<file path="src/rtl/vga_pattern_ctrl.sv">
// Frame-synchronous test-pattern selector: shadows one configuration request
// and applies it on the next frame_start so pattern switches never tear.
module vga_pattern_ctrl #(
    parameter int NUM_PATTERNS = 8,
    parameter int PAT_W        = 3,
    parameter int DWELL_W      = 8,
    parameter int FCNT_W       = 16
) (
    input  logic               clk,
    input  logic               rst,
    input  logic               frame_start,
    input  logic               cfg_valid,
    output logic               cfg_ready,
    input  logic [1:0]         cfg_mode,
    input  logic [PAT_W-1:0]   cfg_pattern,
    input  logic [DWELL_W-1:0] cfg_dwell,
    output logic [PAT_W-1:0]   pat_sel,
    output logic               blank_force,
    output logic               pat_changed,
    output logic [1:0]         cur_mode,
    output logic [FCNT_W-1:0]  frame_cnt,
    output logic               dbg_state_o
);

    // Handshake: a request transfers in any cycle where cfg_valid && cfg_ready.
    // cfg_ready drops the cycle after a transfer and rises again the cycle after
    // the frame_start that applies the shadowed request.

    localparam logic ST_IDLE = 1'b0;
    localparam logic ST_PEND = 1'b1;

    localparam logic [1:0] MODE_HOLD  = 2'b00;
    localparam logic [1:0] MODE_AUTO  = 2'b01;
    localparam logic [1:0] MODE_STEP  = 2'b10;
    localparam logic [1:0] MODE_BLANK = 2'b11;

    localparam logic [PAT_W-1:0] PAT_MAX = PAT_W'(NUM_PATTERNS - 1);

    logic               state_q, state_d;
    logic               ready_q, ready_d;
    logic [1:0]         sh_mode_q, sh_mode_d;
    logic [PAT_W-1:0]   sh_pat_q, sh_pat_d;
    logic [DWELL_W-1:0] sh_dwell_q, sh_dwell_d;
    logic [PAT_W-1:0]   pat_q, pat_d;
    logic               blank_q, blank_d;
    logic [1:0]         mode_q, mode_d;
    logic [DWELL_W-1:0] dwell_q, dwell_d;
    logic [DWELL_W-1:0] dcnt_q, dcnt_d;
    logic [FCNT_W-1:0]  fcnt_q, fcnt_d;
    logic               changed_q, changed_d;

    logic               xfer;
    logic               apply;
    logic [PAT_W-1:0]   pat_next;
    logic [PAT_W-1:0]   cap_pat;

    assign xfer     = cfg_valid && (state_q == ST_IDLE);
    assign apply    = frame_start && (state_q == ST_PEND);
    assign pat_next = (pat_q == PAT_MAX) ? '0 : pat_q + PAT_W'(1);
    assign cap_pat  = (int'(cfg_pattern) > NUM_PATTERNS - 1) ? PAT_MAX : cfg_pattern;

    always_comb begin
        state_d    = state_q;
        sh_mode_d  = sh_mode_q;
        sh_pat_d   = sh_pat_q;
        sh_dwell_d = sh_dwell_q;
        pat_d      = pat_q;
        blank_d    = blank_q;
        mode_d     = mode_q;
        dwell_d    = dwell_q;
        dcnt_d     = dcnt_q;
        fcnt_d     = frame_start ? fcnt_q + FCNT_W'(1) : fcnt_q;

        if (xfer) begin
            state_d    = ST_PEND;
            sh_mode_d  = cfg_mode;
            sh_pat_d   = cap_pat;
            sh_dwell_d = cfg_dwell;
        end

        // A pending application wins over the AUTO advance on the same frame.
        if (apply) begin
            state_d = ST_IDLE;
            case (sh_mode_q)
                MODE_BLANK: begin
                    blank_d = 1'b1;
                    mode_d  = MODE_BLANK;
                end
                MODE_HOLD: begin
                    pat_d   = sh_pat_q;
                    blank_d = 1'b0;
                    mode_d  = MODE_HOLD;
                end
                MODE_AUTO: begin
                    pat_d   = sh_pat_q;
                    blank_d = 1'b0;
                    mode_d  = MODE_AUTO;
                    dwell_d = sh_dwell_q;
                    dcnt_d  = '0;
                end
                default: begin
                    pat_d   = pat_next;
                    blank_d = 1'b0;
                    mode_d  = MODE_HOLD;
                end
            endcase
        end else if (frame_start && (mode_q == MODE_AUTO)) begin
            if (dcnt_q == dwell_q) begin
                pat_d  = pat_next;
                dcnt_d = '0;
            end else begin
                dcnt_d = dcnt_q + DWELL_W'(1);
            end
        end

        ready_d   = (state_d == ST_IDLE);
        changed_d = (pat_d != pat_q) || (blank_d != blank_q);
    end

    always_ff @(posedge clk or posedge rst) begin
        if (rst) begin
            state_q    <= ST_IDLE;
            ready_q    <= 1'b1;
            sh_mode_q  <= MODE_HOLD;
            sh_pat_q   <= '0;
            sh_dwell_q <= '0;
            pat_q      <= '0;
            blank_q    <= 1'b1;
            mode_q     <= MODE_BLANK;
            dwell_q    <= '0;
            dcnt_q     <= '0;
            fcnt_q     <= '0;
            changed_q  <= 1'b0;
        end else begin
            state_q    <= state_d;
            ready_q    <= ready_d;
            sh_mode_q  <= sh_mode_d;
            sh_pat_q   <= sh_pat_d;
            sh_dwell_q <= sh_dwell_d;
            pat_q      <= pat_d;
            blank_q    <= blank_d;
            mode_q     <= mode_d;
            dwell_q    <= dwell_d;
            dcnt_q     <= dcnt_d;
            fcnt_q     <= fcnt_d;
            changed_q  <= changed_d;
        end
    end

    assign cfg_ready   = ready_q;
    assign pat_sel     = pat_q;
    assign blank_force = blank_q;
    assign pat_changed = changed_q;
    assign cur_mode    = mode_q;
    assign frame_cnt   = fcnt_q;
    assign dbg_state_o = state_q;

endmodule

</file>
<file path="config.mk">
export PLATFORM = sky130hd
export DESIGN_NAME = vga_pattern_ctrl
export DESIGN_NICKNAME = d
export VERILOG_FILES = /design/src/rtl/vga_pattern_ctrl.sv
export SDC_FILE = /design/constraint.sdc
export NUM_CORES = 1
export LEC_CHECK = 0
export ABC_CLOCK_PERIOD_IN_PS = 2500
export CAP_MARGIN = 30
export CORE_ASPECT_RATIO = 1.25
export CORE_MARGIN = 4
export CORE_UTILIZATION = 55
export CTS_BUF_LIST = sky130_fd_sc_hd__clkbuf_4
export DETAILED_ROUTE_END_ITERATION = 12
export PLACE_DENSITY_LB_ADDON = 0.3
export REMOVE_ABC_BUFFERS = 1
export SLEW_MARGIN = 20
export SYNTH_ARGS = -nofsm -noshare
export SYNTH_HDL_FRONTEND = slang
export SYNTH_SLANG_ARGS = --single-unit
</file>
<file path="constraint.sdc">
create_clock -name clk -period 2.5 [get_ports clk]
set_input_delay 0.5 -clock clk [delete_from_list [all_inputs] [get_ports clk]]
set_output_delay 0.5 -clock clk [all_outputs]
set_load 0.05 [all_outputs]
</file>
==> results of run 1 <==
==> sequential cells by signal, indices dropped and copies added (netlist names), 2 cells and up <==
| name | count |
|---|---|
| cur_mode | 2 |
| sh_dwell_q | 8 |
| sh_mode_q | 2 |
| sh_pat_q | 3 |
| frame_cnt | 16 |
| dwell_q | 8 |
| pat_sel | 3 |
| dcnt_q | 8 |
==> worst paths after layout <==
check                              startpoint            end  slack [ps]  depth (start not counted)
worst max-delay path              dbg_state_o    dbg_state_o         220                          1
max in group asynchronous                 rst    blank_force        1700                          3
worst min-delay path                      rst  frame_cnt[14]         500                          3
worst min register to register  frame_cnt[15]  frame_cnt[15]         500                          1
worst max register to register     pat_sel[1]    pat_changed         380                          7
min in group clk                frame_cnt[15]  frame_cnt[15]         500                          1
==> power groups by stage <==
stage               logic [mW]  registers (mW)  clock network, mW
floorplan                0.694            1.75                  0
global placement          1.44            1.43                  0
detailed placement        1.46            1.43                  0
CTS                       1.47            1.42              0.413
global route              1.59            1.46              0.456
finish                    1.46            1.42              0.394
==> kinds of logic after synthesis <==
family | count (synthesis) | synth area share (%)
and+or+nand+nor | 74 | 15.2
AOI/OAI and AO/OA | 36 | 7.88
muxes | 26 | 11.0
adders and majority gates | 4 | 1.90
buffers and inverters | 18 | 2.99
DFF | 54 | 51.4
xor gates and xnor gates | 29 | 9.63
==> cell usage in the layout (no fill, tap or decap), types with 6 or more instances in the layout <==
cell / synthesis / final
nand2_1: 20 / 20
xnor2_1: 23 / 23
buf_4: 0 / 7
inv_1: 7 / 6
clkdlybuf4s50_1: 0 / 41
clkbuf_4: 0 / 6
nand4_1: 8 / 8
a21oi_1: 14 / 14
nor2_1: 10 / 10
nand3_1: 7 / 7
o21ai_0: 11 / 11
mux2_2: 23 / 23
xor2_1: 6 / 6
dfrtp_1: 50 / 50
==> worst reg2reg max path: stages, from the launching register on <==
cell	delay, ps
dfrtp_1	510
ha_1	230
ha_1	320
nor2b_1	170
nor4_1	240
a21oi_1	100
a221oi_1	320
o22ai_1	110
==> layer usage <==
layer	part of all wire, %	track usage [%]	vias to the layer above
met3	4.3	4.74	6
met5	0	0	-
met1	46	23.3	932
met4	1.1	4.53	0
li1	-	-	926
met2	49	28.8	45
==> layout make-up <==
type,count,area share (%)
Sequential cell,54,42.4
Clock buffer,6,1.41
Clock inverter,2,0.508
Tap cell,58,2.27
Multi-Input combinational cell,169,37.5
Timing Repair Buffer,49,15.1
Inverter,7,0.821
==> implementation parameters, run 1 <==
Parameter                              Value

Drt
  Routed WL per cell    14.2 µm
  Average vias per placed instance    5.53
  DRT iter0 DRCs    115
  DRT antenna net count    0
  DRC errors left    0
  Total Wirelength    4.91 mm
  Count of TritonRoute iterations in the first routing pass    4
  Vias    1909

Finish
  Area taken by multi-input logic gates    1200 µm²
  Fillers    360
  Final cell area excluding filler cells    3200 µm²
  N_diodes    0
  Final net count    307
  Footprint of the flip-flops and latches    1360 µm²
  Area growth, synth to finish    21.4%
  Final core utilization    70.7%
  Share of post-route cells with drive strength above 1    16.0%
  Final standard cell count with taps included and fillers excluded    345

Timing
  Final hold slack    495 ps
  Final Hold Vio Count    0
  Final Slew Violations    0
  TNS Setup    0 ps
  Clock skew after layout    8.08 ps
  Slew Limit Headroom    50.1%
  Max frequency    439 MHz
  Smallest setup slack after layout    223 ps
  Part of the cycle the worst path needs    91.1%
  Final number of setup-violating endpoints    0
  Unrepaired setup endpoints after global routing    false
  Final critical path time including I/O delays and setup    2280 ps
  Tightest Pin Transition    741 ps

Worst setup path
  Count of buffer and inverter cells on the critical path    1
  Peak per-stage delay on the critical path    860 ps
  Critical Path End Type    output pin
  Crit path required time    2000 ps
  Critical-path cell list    clkdlybuf4s50_1
  Crit path kind    register to output pin
  Crit-path leading delay family    buffers and inverters
  Element type at the critical path start    register
  Critical Path Fanout Max    8
  Crit-path slowest cell    clkdlybuf4s50_1
  Arrival time of the worst setup path    1780 ps

Power
  Power share of the sequential group    43.3%
  Clock share of power    12.0%
  Cell leakage power    1.34 nW
  Switching component of the power    1.37 mW
  Int Power    1.91 mW
  Max VDD drop    0.747 mV
  Fraction of power spent switching nets    41.7%
  Total power divided by cell area    1020 nW/µm²
  Tot Pwr    3.28 mW
  Proportion of power drawn by combinational gates    44.6%

Synth
  Sequential-to-total area share from yosys stat    51.4%
  Synth cell count leaders    50 x dfrtp_1, 23 x mux2_2, 23 x xnor2_1
  Top cell type's share of synthesized area    47.5%
  Post-synthesis cell type count    36
  Post-synth EDFFs    0
  Leading area contributor after synthesis    dfrtp_1
  Cell area after synthesis    2640 µm²
  Mapped Avg Cell Area    10.9 µm²
  Largest cells by area after synthesis    dfrtp_1 47%, mux2_2 9.8%, xnor2_1 7.6%
  Yosys warning count    0
  Share of synthesized registers carrying an async set or reset    100%
  Cell with the most instances after synthesis    dfrtp_1
  Gate Count Post-Synth    241
  Most used DFF post-synth    dfrtp_1
  Total of flip-flops plus latches after synthesis    54

Clocking
  CTS tree    yes
  Clock latency at the later pin of the worst-skew pair    360 ps
  Number of gates resized after CTS    0
  Clock sink total    54
  Post-CTS setup buffers    0
  Number of clock buffers inserted by TritonCTS    5
  Root Buffer    clkbuf_4
  Buffers from clock root to sink, at most    2
  Clock H-tree levels    2
  Hold_buf cts    0
  Clk slew on worst S/H paths    150 ps

Die
  Std-Cell Rows    27
  Floorplan Core Area    4530 µm²
  Initial core utilization    58.2%
  Io pins    42
  Die extent in x    69.9 µm
  Die height    85.4 µm
  Die Footprint    5970 µm²

Placed design
  Placed cell areas    3140 µm²
  Worst setup slack after placement    281 ps
  Cell total after placement    337
  Port bufs    41
  Placed wire-length estimate    3.56 mm
  Last weighted congestion value of the routability-driven placer    0.882

GRT
  Aggregate global routing overflow    0
  Vias in the first global route    1906
  GRT Resource Usage Total    17.6%
  Initial antenna violation count    0
  Pin count of the biggest net entering global routing    55
  First-pass GRT wire length    8.76 mm

Hold path
  Worst min path class    input pin to async pin

Job
  # Max-Cap Violations    0

Outcome
  Run status    finished clean
No activity file was read; power rests on OpenSTA's default activity.
==> run 2: changes to the inputs <==
--- a/config.mk
+++ b/config.mk
@@ -7,13 +7,16 @@
 export LEC_CHECK = 0
 export ABC_CLOCK_PERIOD_IN_PS = 2500
 export CAP_MARGIN = 30
+export CELL_PAD_IN_SITES_DETAIL_PLACEMENT = 1
+export CELL_PAD_IN_SITES_GLOBAL_PLACEMENT = 1
 export CORE_ASPECT_RATIO = 1.25
 export CORE_MARGIN = 4
-export CORE_UTILIZATION = 55
+export CORE_UTILIZATION = 43
 export CTS_BUF_LIST = sky130_fd_sc_hd__clkbuf_4
 export DETAILED_ROUTE_END_ITERATION = 12
 export PLACE_DENSITY_LB_ADDON = 0.3
 export REMOVE_ABC_BUFFERS = 1
+export SETUP_SLACK_MARGIN = 0.5
 export SLEW_MARGIN = 20
 export SYNTH_ARGS = -nofsm -noshare
 export SYNTH_HDL_FRONTEND = slang
==> run 2 against run 1 <==
Sequential share of layout area is 0.52 points lower. Die area up 25%. Fmax up 17%. Clock power up 25%. Global-route usage is 0.53 points higher. Count of clock-buffer cells in the layout down 1. First-iteration DRC count is 24% lower. Non-clock buffer count up 2. Final area increased by 1.3%. Critical endpoint is now cfg_ready. Highest routed layer unchanged.
==> implementation parameters, run 2 (synthesis gave the netlist of run 1 again) <==
Parameter                              Value

Outcome
  Run status    finished clean

Timing
  TNS Setup    0 ps
  Slew Limit Headroom    62.1%
  Tightest Pin Transition    569 ps
  Final Hold Vio Count    0
  Final Slew Violations    0
  Final critical path time including I/O delays and setup    1950 ps
  Unrepaired setup endpoints after global routing    true
  Clock skew after layout    4.74 ps
  Final number of setup-violating endpoints    0
  Part of the cycle the worst path needs    78.0%
  Max frequency    513 MHz
  Smallest setup slack after layout    550 ps

Power
  Fraction of power spent switching nets    43.4%
  Clock share of power    14.1%
  Power share of the sequential group    41.0%
  Proportion of power drawn by combinational gates    44.8%
  Cell leakage power    1.43 nW
  Int Power    1.97 mW
  Switching component of the power    1.51 mW
  Total power divided by cell area    1080 nW/µm²
  Max VDD drop    0.646 mV

Die
  Initial core utilization    45.0%
  Io pins    42
  Die extent in x    78.0 µm
  Die height    95.5 µm
  Std-Cell Rows    31
  Floorplan Core Area    5860 µm²
  Die Footprint    7460 µm²

Clocking
  Clk slew on worst S/H paths    150 ps
  Clock H-tree levels    2
  Number of clock buffers inserted by TritonCTS    5
  Clock sink total    54
  Hold_buf cts    0
  Clock latency at the later pin of the worst-skew pair    380 ps
  Buffers from clock root to sink, at most    2
  Root Buffer    clkbuf_4
  CTS tree    yes

Drt
  Routed WL per cell    17.0 µm
  Vias    1985
  Count of TritonRoute iterations in the first routing pass    4
  Total Wirelength    6.30 mm
  DRT antenna net count    0
  Average vias per placed instance    5.35
  DRC errors left    0
  DRT iter0 DRCs    87

Finish
  Share of post-route cells with drive strength above 1    21.1%
  Area growth, synth to finish    22.9%
  N_diodes    0
  Final net count    309
  Most frequent cells in the layout    50 x dfrtp_1, 23 x mux2_2, 23 x xnor2_1
  Max reg flops    16
  Most common cell after layout, fill and taps aside    dfrtp_1

Worst setup path
  Element type at the critical path start    register
  Arrival time of the worst setup path    1450 ps
  Crit path kind    register to output pin
  Critical-path cell list    dlygate4sd2_1
  Peak per-stage delay on the critical path    540 ps
  Critical Path End Type    output pin
  Crit-path slowest cell    dfstp_2
  Critical Path Fanout Max    1
  Crit-path leading delay family    flip-flops
  Count of buffer and inverter cells on the critical path    1
  Crit path required time    2000 ps

GRT
  First-pass GRT wire length    10.7 mm
  Vias in the first global route    2191
  Initial antenna violation count    0
  Aggregate global routing overflow    0
  GRT Resource Usage Total    18.2%
  Pin count of the biggest net entering global routing    55

Placed design
  Placed wire-length estimate    4.40 mm
  Worst setup slack after placement    314 ps
  Last weighted congestion value of the routability-driven placer    0.824
  Port bufs    41

Hold path
  Worst min path class    input pin to async pin

Job
  # Max-Cap Violations    0
-- run 2: cell count changes in the layout (fill, tap and decap cells not counted), moves of 2 or more --
cell	previous run	this run
clkdlybuf4s50_1	41	16
dlygate4sd2_1	0	16
clkbuf_2	0	7
buf_4	7	9
clkinv_2	0	2
ha_1	4	2
-- run 2: routing by layer --
layer  share of wire, %  wire length [µm]  vias to the layer above  global-route usage, %
met5                  0                 0                        -                      0
met4                2.1               130                        0                   6.27
met3                3.0               188                        9                   3.50
met2                 51              3230                       35                   32.5
met1                 44              2750                     1010                   21.9
li1                   -                 -                      931                      -
-- run 2: metrics by stage --
stage	utilization [%]	cell area (µm²)	cells	hold slack [ps]	total power [mW]
detailed placement	54.4	3180	363	467	2.99
finish	55.3	3240	371	465	3.49
CTS	55.6	3260	371	479	3.49
global route	55.3	3240	371	486	3.71
global placement	54.4	3180	363	463	2.93
floorplan	-	2580	230	477	2.44
-- run 2: what timing repair did --
item	4_1_cts	5_1_grt
resized for setup	33	15
pin swaps	2	3
endpoints found under the setup margin	26	16
buffers inserted	0	0
cloned	0	0
-- run 2: layout make-up --
class / instances / area (µm²)
clock buffers: 5 / 37.5
clock inverters: 3 / 40.0
fillers: 664 / 2620
inverters: 7 / 26.3
multi-input cells: 169 / 1230
flip-flops and latches: 54 / 1360
well taps: 82 / 103
repair buffers: 51 / 444
-- run 2: power by group through the flow --
stage | clock network, mW | registers (mW) | logic, mW
final | 0.492 | 1.43 | 1.56
after global routing | 0.542 | 1.47 | 1.69
after CTS | 0.509 | 1.43 | 1.55
after detailed placement | 0 | 1.44 | 1.55
after global placement | 0 | 1.43 | 1.50
after floorplan | 0 | 1.75 | 0.694
-- run 2: final timing paths --
| kind | startpoint | end | slack (ps) | depth (start not counted) |
|---|---|---|---|---|
| setup reg to reg | pat_sel[0] | pat_changed | 580 | 7 |
| hold / removal | rst | frame_cnt[4] | 460 | 3 |
| hold reg to reg | frame_cnt[15] | frame_cnt[15] | 480 | 1 |
| setup / recovery | cfg_ready | cfg_ready | 550 | 1 |
| max in group asynchronous | rst | cfg_ready | 1710 | 3 |
| min in group clk | frame_cnt[15] | frame_cnt[15] | 480 | 1 |
